### config.mk
export PLATFORM = sky130hd
export DESIGN_NAME = alu_muldiv
export DESIGN_NICKNAME = d
export VERILOG_FILES = /design/src/rtl/muldiv_pkg.sv /design/src/rtl/alu_muldiv_seq_divider.sv /design/src/rtl/alu_muldiv.sv
export SDC_FILE = /design/constraint.sdc
export NUM_CORES = 2
export LEC_CHECK = 0
export ABC_CLOCK_PERIOD_IN_PS = 16200
export BUFFER_PORTS_ARGS = -buffer_cell sky130_fd_sc_hd__buf_2
export CELL_PAD_IN_SITES_DETAIL_PLACEMENT = 2
export CELL_PAD_IN_SITES_GLOBAL_PLACEMENT = 2
export CORE_MARGIN = 2
export CORE_UTILIZATION = 40
export CTS_CLUSTER_DIAMETER = 40
export CTS_CLUSTER_SIZE = 40
export DETAILED_ROUTE_END_ITERATION = 10
export GPL_TIMING_DRIVEN = 0
export HOLD_SLACK_MARGIN = 0.03
export PLACE_DENSITY = 0.84
export SLEW_MARGIN = 20
export SYNTH_ARGS = -nofsm -noshare
export SYNTH_HDL_FRONTEND = slang
export SYNTH_SLANG_ARGS = --single-unit
### constraint.sdc
create_clock -name clk -period 16.2 [get_ports clk]
set_input_delay 1.62 -clock clk [delete_from_list [all_inputs] [get_ports clk]]
set_output_delay 1.62 -clock clk [all_outputs]
set_load 0.03 [all_outputs]
### src/rtl/muldiv_pkg.sv
// Shared encodings for the iterative RV64M multiply/divide unit: funct3 opcodes,
// FSM states and operand-signedness decode.
package muldiv_pkg;

    localparam logic [2:0] MUL    = 3'b000;
    localparam logic [2:0] MULH   = 3'b001;
    localparam logic [2:0] MULHSU = 3'b010;
    localparam logic [2:0] MULHU  = 3'b011;
    localparam logic [2:0] DIV    = 3'b100;
    localparam logic [2:0] DIVU   = 3'b101;
    localparam logic [2:0] REM    = 3'b110;
    localparam logic [2:0] REMU   = 3'b111;

    typedef enum logic [1:0] {
        IDLE = 2'd0,
        CALC = 2'd1,
        DONE = 2'd2
    } state_e;

    function automatic logic s1_is_signed(input logic [2:0] f3);
        return (f3 == MULH) || (f3 == MULHSU) || (f3 == DIV) || (f3 == REM);
    endfunction

    function automatic logic s2_is_signed(input logic [2:0] f3);
        return (f3 == MULH) || (f3 == DIV) || (f3 == REM);
    endfunction

endpackage

### src/rtl/alu_muldiv_seq_divider.sv
// Restoring divider on unsigned magnitudes, one quotient bit per enabled step.
// Next-step values are exposed so the caller can capture the final bit on the same edge; no backpressure.
module seq_divider #(
    parameter int SIZE = 64
) (
    input  logic            clk,
    input  logic            reset,
    input  logic            load_i,
    input  logic            step_i,
    input  logic [SIZE-1:0] dividend_i,
    input  logic [SIZE-1:0] divisor_i,
    output logic [SIZE-1:0] quo_nxt_o,
    output logic [SIZE-1:0] rem_nxt_o
);
    logic [SIZE-1:0] rem_q, quo_q, dvs_q;
    logic [SIZE:0]   shifted, diff;

    // Partial remainder is always below the divisor, so the shifted value fits in SIZE+1 bits.
    always_comb begin
        shifted   = {rem_q, quo_q[SIZE-1]};
        diff      = shifted - {1'b0, dvs_q};
        quo_nxt_o = {quo_q[SIZE-2:0], ~diff[SIZE]};
        rem_nxt_o = diff[SIZE] ? shifted[SIZE-1:0] : diff[SIZE-1:0];
    end

    always_ff @(posedge clk) begin
        if (reset) begin
            rem_q <= '0;
            quo_q <= '0;
            dvs_q <= '0;
        end else if (load_i) begin
            rem_q <= '0;
            quo_q <= dividend_i;
            dvs_q <= divisor_i;
        end else if (step_i) begin
            rem_q <= rem_nxt_o;
            quo_q <= quo_nxt_o;
        end
    end

endmodule

### src/rtl/alu_muldiv.sv
// Iterative RV64M mul/div: SIZE+1 cycles to done, 1 cycle for divide special cases.
// start is only taken in IDLE (upstream holds until done); flush aborts without a done pulse.
module alu_muldiv
    import muldiv_pkg::*;
#(
    parameter int SIZE = 64
) (
    input  logic            clk,
    input  logic            reset,
    input  logic            start,
    input  logic            flush,
    input  logic [SIZE-1:0] s1,
    input  logic [SIZE-1:0] s2,
    input  logic [2:0]      funct3,
    output logic            busy,
    output logic            done,
    output logic [SIZE-1:0] res,
    output logic [3:0]      alu_flags
);
    localparam int CNT_W = $clog2(SIZE) + 1;
    localparam logic [SIZE-1:0] MIN_NEG = {1'b1, {(SIZE-1){1'b0}}};

    state_e state_q, state_d;
    logic [CNT_W-1:0]  cnt_q;
    logic [2:0]        f3_q;
    logic              neg_q, rneg_q;
    logic [2*SIZE-1:0] mcand_q, prod_q;
    logic [SIZE-1:0]   mplr_q;
    logic [SIZE-1:0]   res_q, res_d;
    logic [3:0]        flags_q, flags_d;

    logic              a_neg, b_neg, dbz, ovf, special, accept, finish;
    logic [SIZE-1:0]   a_mag, b_mag, fast_res, calc_res;
    logic [SIZE-1:0]   quo_nxt, rem_nxt, quo_fin, rem_fin;
    logic [2*SIZE-1:0] prod_nxt, prod_fin;

    always_comb begin
        a_neg    = s1_is_signed(funct3) & s1[SIZE-1];
        b_neg    = s2_is_signed(funct3) & s2[SIZE-1];
        a_mag    = a_neg ? -s1 : s1;
        b_mag    = b_neg ? -s2 : s2;
        dbz      = funct3[2] && (s2 == '0);
        ovf      = ((funct3 == DIV) || (funct3 == REM)) && (s1 == MIN_NEG) && (s2 == '1);
        special  = dbz | ovf;
        // funct3[1] separates REM/REMU from DIV/DIVU within the divide group.
        fast_res = funct3[1] ? (dbz ? s1 : '0) : (dbz ? '1 : s1);
        accept   = (state_q == IDLE) && start && !flush;
        finish   = (state_q == CALC) && (cnt_q == CNT_W'(SIZE-1)) && !flush;
    end

    seq_divider #(.SIZE(SIZE)) u_div (
        .clk        (clk),
        .reset      (reset),
        .load_i     (accept),
        .step_i     (state_q == CALC),
        .dividend_i (a_mag),
        .divisor_i  (b_mag),
        .quo_nxt_o  (quo_nxt),
        .rem_nxt_o  (rem_nxt)
    );

    // Result is assembled from the final step's next values so it loads on the CALC->DONE edge.
    always_comb begin
        prod_nxt = prod_q + (mplr_q[0] ? mcand_q : '0);
        prod_fin = neg_q ? -prod_nxt : prod_nxt;
        quo_fin  = neg_q ? -quo_nxt : quo_nxt;
        rem_fin  = rneg_q ? -rem_nxt : rem_nxt;
        case (f3_q)
            MUL:                 calc_res = prod_fin[SIZE-1:0];
            MULH, MULHSU, MULHU: calc_res = prod_fin[2*SIZE-1:SIZE];
            DIV, DIVU:           calc_res = quo_fin;
            default:             calc_res = rem_fin;
        endcase
    end

    always_comb begin
        res_d   = res_q;
        flags_d = flags_q;
        if (accept && special) begin
            res_d   = fast_res;
            flags_d = {dbz, ovf, fast_res[SIZE-1], fast_res == '0};
        end else if (finish) begin
            res_d   = calc_res;
            flags_d = {2'b00, calc_res[SIZE-1], calc_res == '0};
        end
    end

    always_comb begin
        state_d = state_q;
        case (state_q)
            IDLE:    if (accept) state_d = special ? DONE : CALC;
            CALC:    if (flush) state_d = IDLE;
                     else if (cnt_q == CNT_W'(SIZE-1)) state_d = DONE;
            DONE:    state_d = IDLE;
            default: state_d = IDLE;
        endcase
    end

    always_ff @(posedge clk) begin
        if (reset) begin
            state_q <= IDLE;
            res_q   <= '0;
            flags_q <= 4'b0001;
            cnt_q   <= '0;
            f3_q    <= '0;
            neg_q   <= 1'b0;
            rneg_q  <= 1'b0;
            mcand_q <= '0;
            mplr_q  <= '0;
            prod_q  <= '0;
        end else begin
            state_q <= state_d;
            res_q   <= res_d;
            flags_q <= flags_d;
            if (accept) begin
                cnt_q   <= '0;
                f3_q    <= funct3;
                neg_q   <= a_neg ^ b_neg;
                rneg_q  <= a_neg;
                mcand_q <= {{SIZE{1'b0}}, a_mag};
                mplr_q  <= b_mag;
                prod_q  <= '0;
            end else if (state_q == CALC) begin
                cnt_q   <= cnt_q + CNT_W'(1);
                prod_q  <= prod_nxt;
                mcand_q <= mcand_q << 1;
                mplr_q  <= mplr_q >> 1;
            end
        end
    end

    assign busy      = (state_q != IDLE);
    assign done      = (state_q == DONE) && !flush;
    assign res       = res_q;
    assign alu_flags = flags_q;

endmodule

==> results of run 1 <==
-- routing by layer --
layer | global-route usage, % | overflow
met1 | 75.85 | 11
met2 | 94.93 | 542
met3 | 59.88 | 14
met4 | 79.35 | 371
met5 | 27.59 | 0
-- per-stage QoR --
stage                     util (%)  std cells  hold WS [ns]  setup slack [ns]  cell area, µm²
after floorplan                  -       7715        0.4265             8.914           54200
after global placement       42.57       9700        0.4423             3.400           57450
after detailed placement     43.04       9732        0.4579             4.833           58080
after CTS                    46.19       9957        0.4690             3.801           62330
-- Yosys cell counts (38+ instances only) --
cell type                     n
sky130_fd_sc_hd__nand2_1   1004
sky130_fd_sc_hd__a31oi_1     81
sky130_fd_sc_hd__o21ai_0    388
sky130_fd_sc_hd__nor4_1     114
sky130_fd_sc_hd__nand3_1    147
sky130_fd_sc_hd__dfxtp_1    593
sky130_fd_sc_hd__o21ai_1     38
sky130_fd_sc_hd__or4_1       60
sky130_fd_sc_hd__buf_2       63
sky130_fd_sc_hd__nor3_1     239
sky130_fd_sc_hd__xor2_1     158
sky130_fd_sc_hd__or3_1      104
sky130_fd_sc_hd__xnor2_1    203
sky130_fd_sc_hd__and2_1     176
sky130_fd_sc_hd__a211oi_1   209
sky130_fd_sc_hd__inv_1      140
sky130_fd_sc_hd__a21boi_0   128
sky130_fd_sc_hd__o211ai_1    69
sky130_fd_sc_hd__a21o_1      79
sky130_fd_sc_hd__clkbuf_1   401
sky130_fd_sc_hd__a22oi_1     70
sky130_fd_sc_hd__a21oi_1    782
sky130_fd_sc_hd__nor2_1     835
sky130_fd_sc_hd__a221oi_1    59
sky130_fd_sc_hd__o31ai_1     87
sky130_fd_sc_hd__nand2b_1    51
sky130_fd_sc_hd__mux2i_1    159
sky130_fd_sc_hd__nand4_1    216
sky130_fd_sc_hd__ha_1       198
sky130_fd_sc_hd__o22ai_1     39
sky130_fd_sc_hd__maj3_1      57
sky130_fd_sc_hd__and3_1      50
sky130_fd_sc_hd__o41ai_1     39
-- logic make-up after synthesis --
kind of cell               Yosys count  synth area share (%)
xor gates and xnor gates           362                 5.863
and+or+nand+nor                   3211                 28.59
AOI/OAI and AO/OA                 2461                 29.83
buffers and inverters              652                 4.757
adders and majority gates          257                 5.697
muxes                              179                 3.359
DFF                                593                 21.90
==> results.md, run 1 <==
| Parameter | This run |
| --- | --- |
| Run status | did not finish |
| Failed at | global routing |
| Tool Error | [ERROR GRT-0116] Global routing finished with congestion. Check the congestion regions in the DRC Viewer. |
| Avg Inst Size Synth | 7.026 µm² |
| Clock Path Buffers | 3 |
| GRT Residual Overflow | 938 |
| Root buf cell | sky130_fd_sc_hd__clkbuf_16 |
| Weighted congestion at the end of routability-driven global placement | 1.167 |
| H-tree depth reported by CTS | 3 |
| Most common flop cell mapped by yosys | sky130_fd_sc_hd__dfxtp_1 |
| Number of buffers created by CTS | 118 |
| Post-synth EDFFs | 0 |
| Initial Utilization | 40.16% |
| Nets in the synthesized netlist | 8050 |
| Number of resized instances in the post-cts repair step | 0 |
| Die Span Y | 372.1 µm |
| Via count of the first global-routing pass | 94580 |
| Standard-cell row count | 135 |
| Port buffer count | 204 |
| Number of buffers added for setup after CTS | 0 |
| Die width | 372.1 µm |
| HPWL Detailed | 345300 µm |
| Sink count of the clock tree | 593 |
| Sequential element share of the synthesized area | 21.90% |
| Post-synthesis instance area | 54200 µm² |
| All-layer global routing usage | 76.88% |
| Netlist cell types | 122 |
| Number of synthesis warnings | 0 |
| Fraction of registers with async set or reset after synthesis | 0% |
| First-pass GRT wire length | 793200 µm |
| Pin count of the biggest net entering global routing | 19 |
| Synthesized flop and latch total | 593 |
| Top cells by area, synth | sky130_fd_sc_hd__dfxtp_1 (22%), sky130_fd_sc_hd__a21oi_1 (7.2%), sky130_fd_sc_hd__nand2_1 (7.0%), sky130_fd_sc_hd__nor2_1 (5.8%), sky130_fd_sc_hd__ha_1 (4.6%) |
| Yosys top cell by area | sky130_fd_sc_hd__dfxtp_1 |
| # IOs | 205 |
| Cell count after synthesis | 7715 |
| Share of Yosys cell area claimed by the top area cell type | 21.90% |
| Cts-stage hold buffer count | 0 |
==> run 2: changes to the inputs <==
- CELL_PAD_IN_SITES_DETAIL_PLACEMENT: 2 -> not set
- CELL_PAD_IN_SITES_GLOBAL_PLACEMENT: 2 -> not set
- CTS_CLUSTER_DIAMETER: 40 -> not set
- CTS_CLUSTER_SIZE: 40 -> not set
- HOLD_SLACK_MARGIN: 0.03 -> not set
- PLACE_DENSITY: 0.84 -> not set
- PLACE_DENSITY_LB_ADDON: not set -> 0.15
==> results.md, run 2 <==
| Parameter | This run | Change |
| --- | --- | --- |
| Post-synthesis instance area | 54200 µm² | unchanged |
| Post-route insts no fill | 9924 |  |
| Setup skew after layout | 0.08083 ns |  |
| Number of synthesis warnings | 0 | unchanged |
| CP Data Arrival Time | 13.00 ns |  |
| Via count of the first global-routing pass | 63380 |  |
| Run status | complete, but fails checks |  |
| Endpoints failing setup | 0 |  |
| Arithmetic-cell share of the synthesized area counting full adders, half adders and majority gates | 5.697% | unchanged |
| HPWL Detailed | 312700 µm | -9.4% |
| Post-placement cell count | 9733 | +0.010% |
| Cts-stage hold buffer count | 0 | unchanged |
| Type of the worst setup path | reg2reg |  |
| Cell at the slowest stage of the critical path | sky130_fd_sc_hd__nand4_1 |  |
| Share of cell area taken by muxes after synthesis | 3.359% | unchanged |
| WL final | 380600 µm |  |
| Final core utilization | 45.22% |  |
| Maximum net fanout on the critical path | 10 |  |
| Simple-gate area share of the yosys netlist | 28.59% | unchanged |
| Rel. slew slack | 6.533% |  |
| Number of resized instances in the post-cts repair step | 0 | unchanged |
| Total power of the final layout | 5.663 mW |  |
| Least-Margin Pin Slew | 1.392 ns |  |
| CTS tree | built |  |
| Worst-skew pair later-pin latency | 0.80 ns |  |
| Reg-to-reg critical path endpoint | alu_flags[0] |  |
| Maximum resistive drop on vdd | 0.08892 mV |  |
| Weighted congestion at the end of routability-driven global placement | 1.151 | -1.3% |
| Number of buffers created by CTS | 72 | -39% |
| Pin count of the biggest net entering global routing | 14 |  |
| Kind of end point of the critical path | flip-flop |  |
| Number of buffers added for setup after CTS | 0 | unchanged |
| Clock-pin slew reported for the worst setup and hold paths after clock tree synthesis | 0.06 ns |  |
| Final hold violation count | 0 |  |
| Root buf cell | sky130_fd_sc_hd__clkbuf_16 |  |
| Routed Antenna Nets | 0 |  |
| Post-detailed-route wirelength per cell | 38.35 µm |  |
| Avg Inst Size Synth | 7.026 µm² | unchanged |
| Sink count of the clock tree | 593 | unchanged |
| Largest family of logic cells by synthesized area | compound AO/OA/AOI/OAI gates |  |
| Standard-cell row count | 135 | unchanged |
| Net switching share of the total power | 44.46% |  |
| Compound-cell area share of the yosys netlist | 29.83% | unchanged |
| Worst Hold Launch | mcand_q[74] |  |
| Detail-routed via count per cell | 7.081 |  |
| Yosys top cell by area | sky130_fd_sc_hd__dfxtp_1 |  |
| GRT Residual Overflow | 0 |  |
| Die width | 372.1 µm | unchanged |
| RSZ-0062 raised after global routing | no |  |
| Relative contribution of sequential cells to total power | 28.8% |  |
| H-tree depth reported by CTS | 3 | unchanged |
| Top-count cell post-synth | sky130_fd_sc_hd__nand2_1 |  |
| Most common cell after layout, fill and taps aside | sky130_fd_sc_hd__nand2_1 |  |
| Number of DRC markers after the initial detailed-route iteration | 11120 |  |
| Sequential element share of the synthesized area | 21.90% | unchanged |
| Share of the cycle needed by the critical path after routing | 75.99% |  |
| Worst hold path stage count | 2 |  |
| Synth top cells by count | sky130_fd_sc_hd__nand2_1 (1004), sky130_fd_sc_hd__nor2_1 (835), sky130_fd_sc_hd__a21oi_1 (782) |  |
| Most used cells in the layout excluding fill and tap cells | sky130_fd_sc_hd__nand2_1 (1004), sky130_fd_sc_hd__nor2_1 (835), sky130_fd_sc_hd__a21oi_1 (781) |  |
| Number of remaining DRC errors | 2 |  |
| Final nets | 8364 |  |
| Clock Path Buffers | 3 | unchanged |
| Post-synth EDFFs | 0 | unchanged |
| Min-Delay Path Class | reg2reg |  |
| Fraction of layout cells with a size suffix above 1 | 8.015% |  |
| Leakage power summed over all cells | 22.12 nW |  |
| Initial Utilization | 40.16% | unchanged |
| Max-cap check violation count | 0 |  |
| Crit-path max cell delay | 0.72 ns |  |
| Synthesized flop and latch total | 593 | unchanged |
| Vias after detailed routing | 70270 |  |
| Combinational cell fraction of total power | 38.4% |  |
| Power density over the cells | 92.80 nW/µm² |  |
| Die ar. | 138500 µm² |  |
| Switch Pwr | 2.518 mW |  |
| Slack of the worst reg-to-reg path | 3.89 ns |  |
| Placeable Area | 135000 µm² |  |
| Fraction of registers with async set or reset after synthesis | 0% | unchanged |
| Growth of design area from synthesis to finish | 12.59% |  |
| Initial antenna violation count | 71 |  |
| Start of the worst register-to-register path | u_div.dvs_q[0] |  |
| Setup crit start kind | flip-flop |  |
| Data required time of the critical path | 16.89 ns |  |
| Top cells by area, synth | sky130_fd_sc_hd__dfxtp_1 (22%), sky130_fd_sc_hd__a21oi_1 (7.2%), sky130_fd_sc_hd__nand2_1 (7.0%), sky130_fd_sc_hd__nor2_1 (5.8%), sky130_fd_sc_hd__ha_1 (4.6%) |  |
| Final critical-path required period | 12.31 ns |  |
| Port buffer count | 204 | unchanged |
| Cell count after synthesis | 7715 | unchanged |
| All-layer global routing usage | 52.99% |  |
| First-pass GRT wire length | 511400 µm |  |
| Most common flop cell mapped by yosys | sky130_fd_sc_hd__dfxtp_1 |  |
| 1st-pass router iterations | 11 |  |
| Upper clock frequency limit | 0.08123 GHz |  |
| Count of final max-slew check failures | 0 |  |
| Failing checks | DRC |  |
| XOR/XNOR share of the synthesized area | 5.863% | unchanged |
| Nets in the synthesized netlist | 8050 | unchanged |
| Filler Cell Count | 14040 |  |
| Registers with the highest flip-flop counts | mcand_q: 128 flops, prod_q: 128 flops |  |
| Netlist cell types | 122 | unchanged |
| Fin Setup TNS | 0 ns |  |
| Hold Path End | mcand_q[75] |  |
| Share of Yosys cell area claimed by the top area cell type | 21.90% | unchanged |
| Internal power | 3.145 mW |  |
| Clock group share of total power | 32.8% |  |
| Worst r2r path cells | 31 |  |
| Die Span Y | 372.1 µm | unchanged |
| # IOs | 205 | unchanged |
==> run 2: cells by family (layout without fill, tap and decap cells) <==
kind of cell / Yosys count / after routing
AND/OR/NAND/NOR: 3211 / 3211
AO/OA/AOI/OAI: 2461 / 2461
buffers and inverters: 652 / 1022
flip-flops: 593 / 593
XOR/XNOR: 362 / 362
adder cells (fa/ha/maj): 257 / 257
multiplexers: 179 / 179
other: 0 / 58
==> run 2: per-stage QoR <==
| stage | cell area, µm² | setup slack [ns] | hold WS (ns) |
|---|---|---|---|
| after floorplan | 54200 | 8.914 | 0.4265 |
| after global placement | 57450 | 3.628 | 0.4412 |
| final | 61030 | 3.889 | 0.4491 |
| after CTS | 60790 | 4.623 | 0.4399 |
| after detailed placement | 58170 | 4.691 | 0.4487 |
| after global routing | 60900 | 3.949 | 0.4641 |
==> run 2: worst max path at each step <==
stage,cells after the start,to,slack (ns),from
after floorplan,32,alu_flags[0],8.91,u_div.quo_q[63]
after detailed placement,31,alu_flags[0],4.69,u_div.dvs_q[0]
after global placement,21,alu_flags[0],3.63,mplr_q[0]
final,31,alu_flags[0],3.89,u_div.dvs_q[0]
after CTS,31,alu_flags[0],4.62,u_div.dvs_q[0]
after global routing,31,alu_flags[0],3.95,u_div.dvs_q[7]
==> run 2: worst max-delay path, delay by kind of cell (launching register included) <==
kind	cells	cell delay, ns
compound gates	10	3.71
fa+ha+maj	3	1.00
buf+inv	6	2.25
flops	1	0.69
mux	1	0.37
simple gates	11	4.16
==> run 2: per-layer routing <==
| layer | wire, µm | track usage, % |
|---|---|---|
| met2 | 156600 | 77.21 |
| met3 | 45790 | 19.40 |
| met5 | 387 | 1.853 |
| met4 | 46860 | 53.92 |
| met1 | 131000 | 57.85 |
==> run 2: cell type report <==
class,count,area (µm²),share of cell area [%]
Multi-Input combinational cell,6470,40120,65.74
Sequential cell,593,11870,19.45
Tap cell,1781,2228,3.652
Buffer,511,2083,3.414
Clock buffer,97,2077,3.403
Timing Repair Buffer,240,1428,2.339
Clock inverter,33,546.8,0.8960
Inverter,141,529.3,0.8673
Antenna cell,58,145.1,0.2378
==> run 2: power by group through the flow <==
stage	clock network, mW	logic, mW	registers (mW)
floorplan	0	1.12	1.60
global placement	0	1.96	1.65
detailed placement	0	1.99	1.65
CTS	1.84	2.00	1.62
global route	1.89	2.18	1.63
finish	1.86	2.17	1.63
Note: power is estimated with default switching activity, not from simulation.
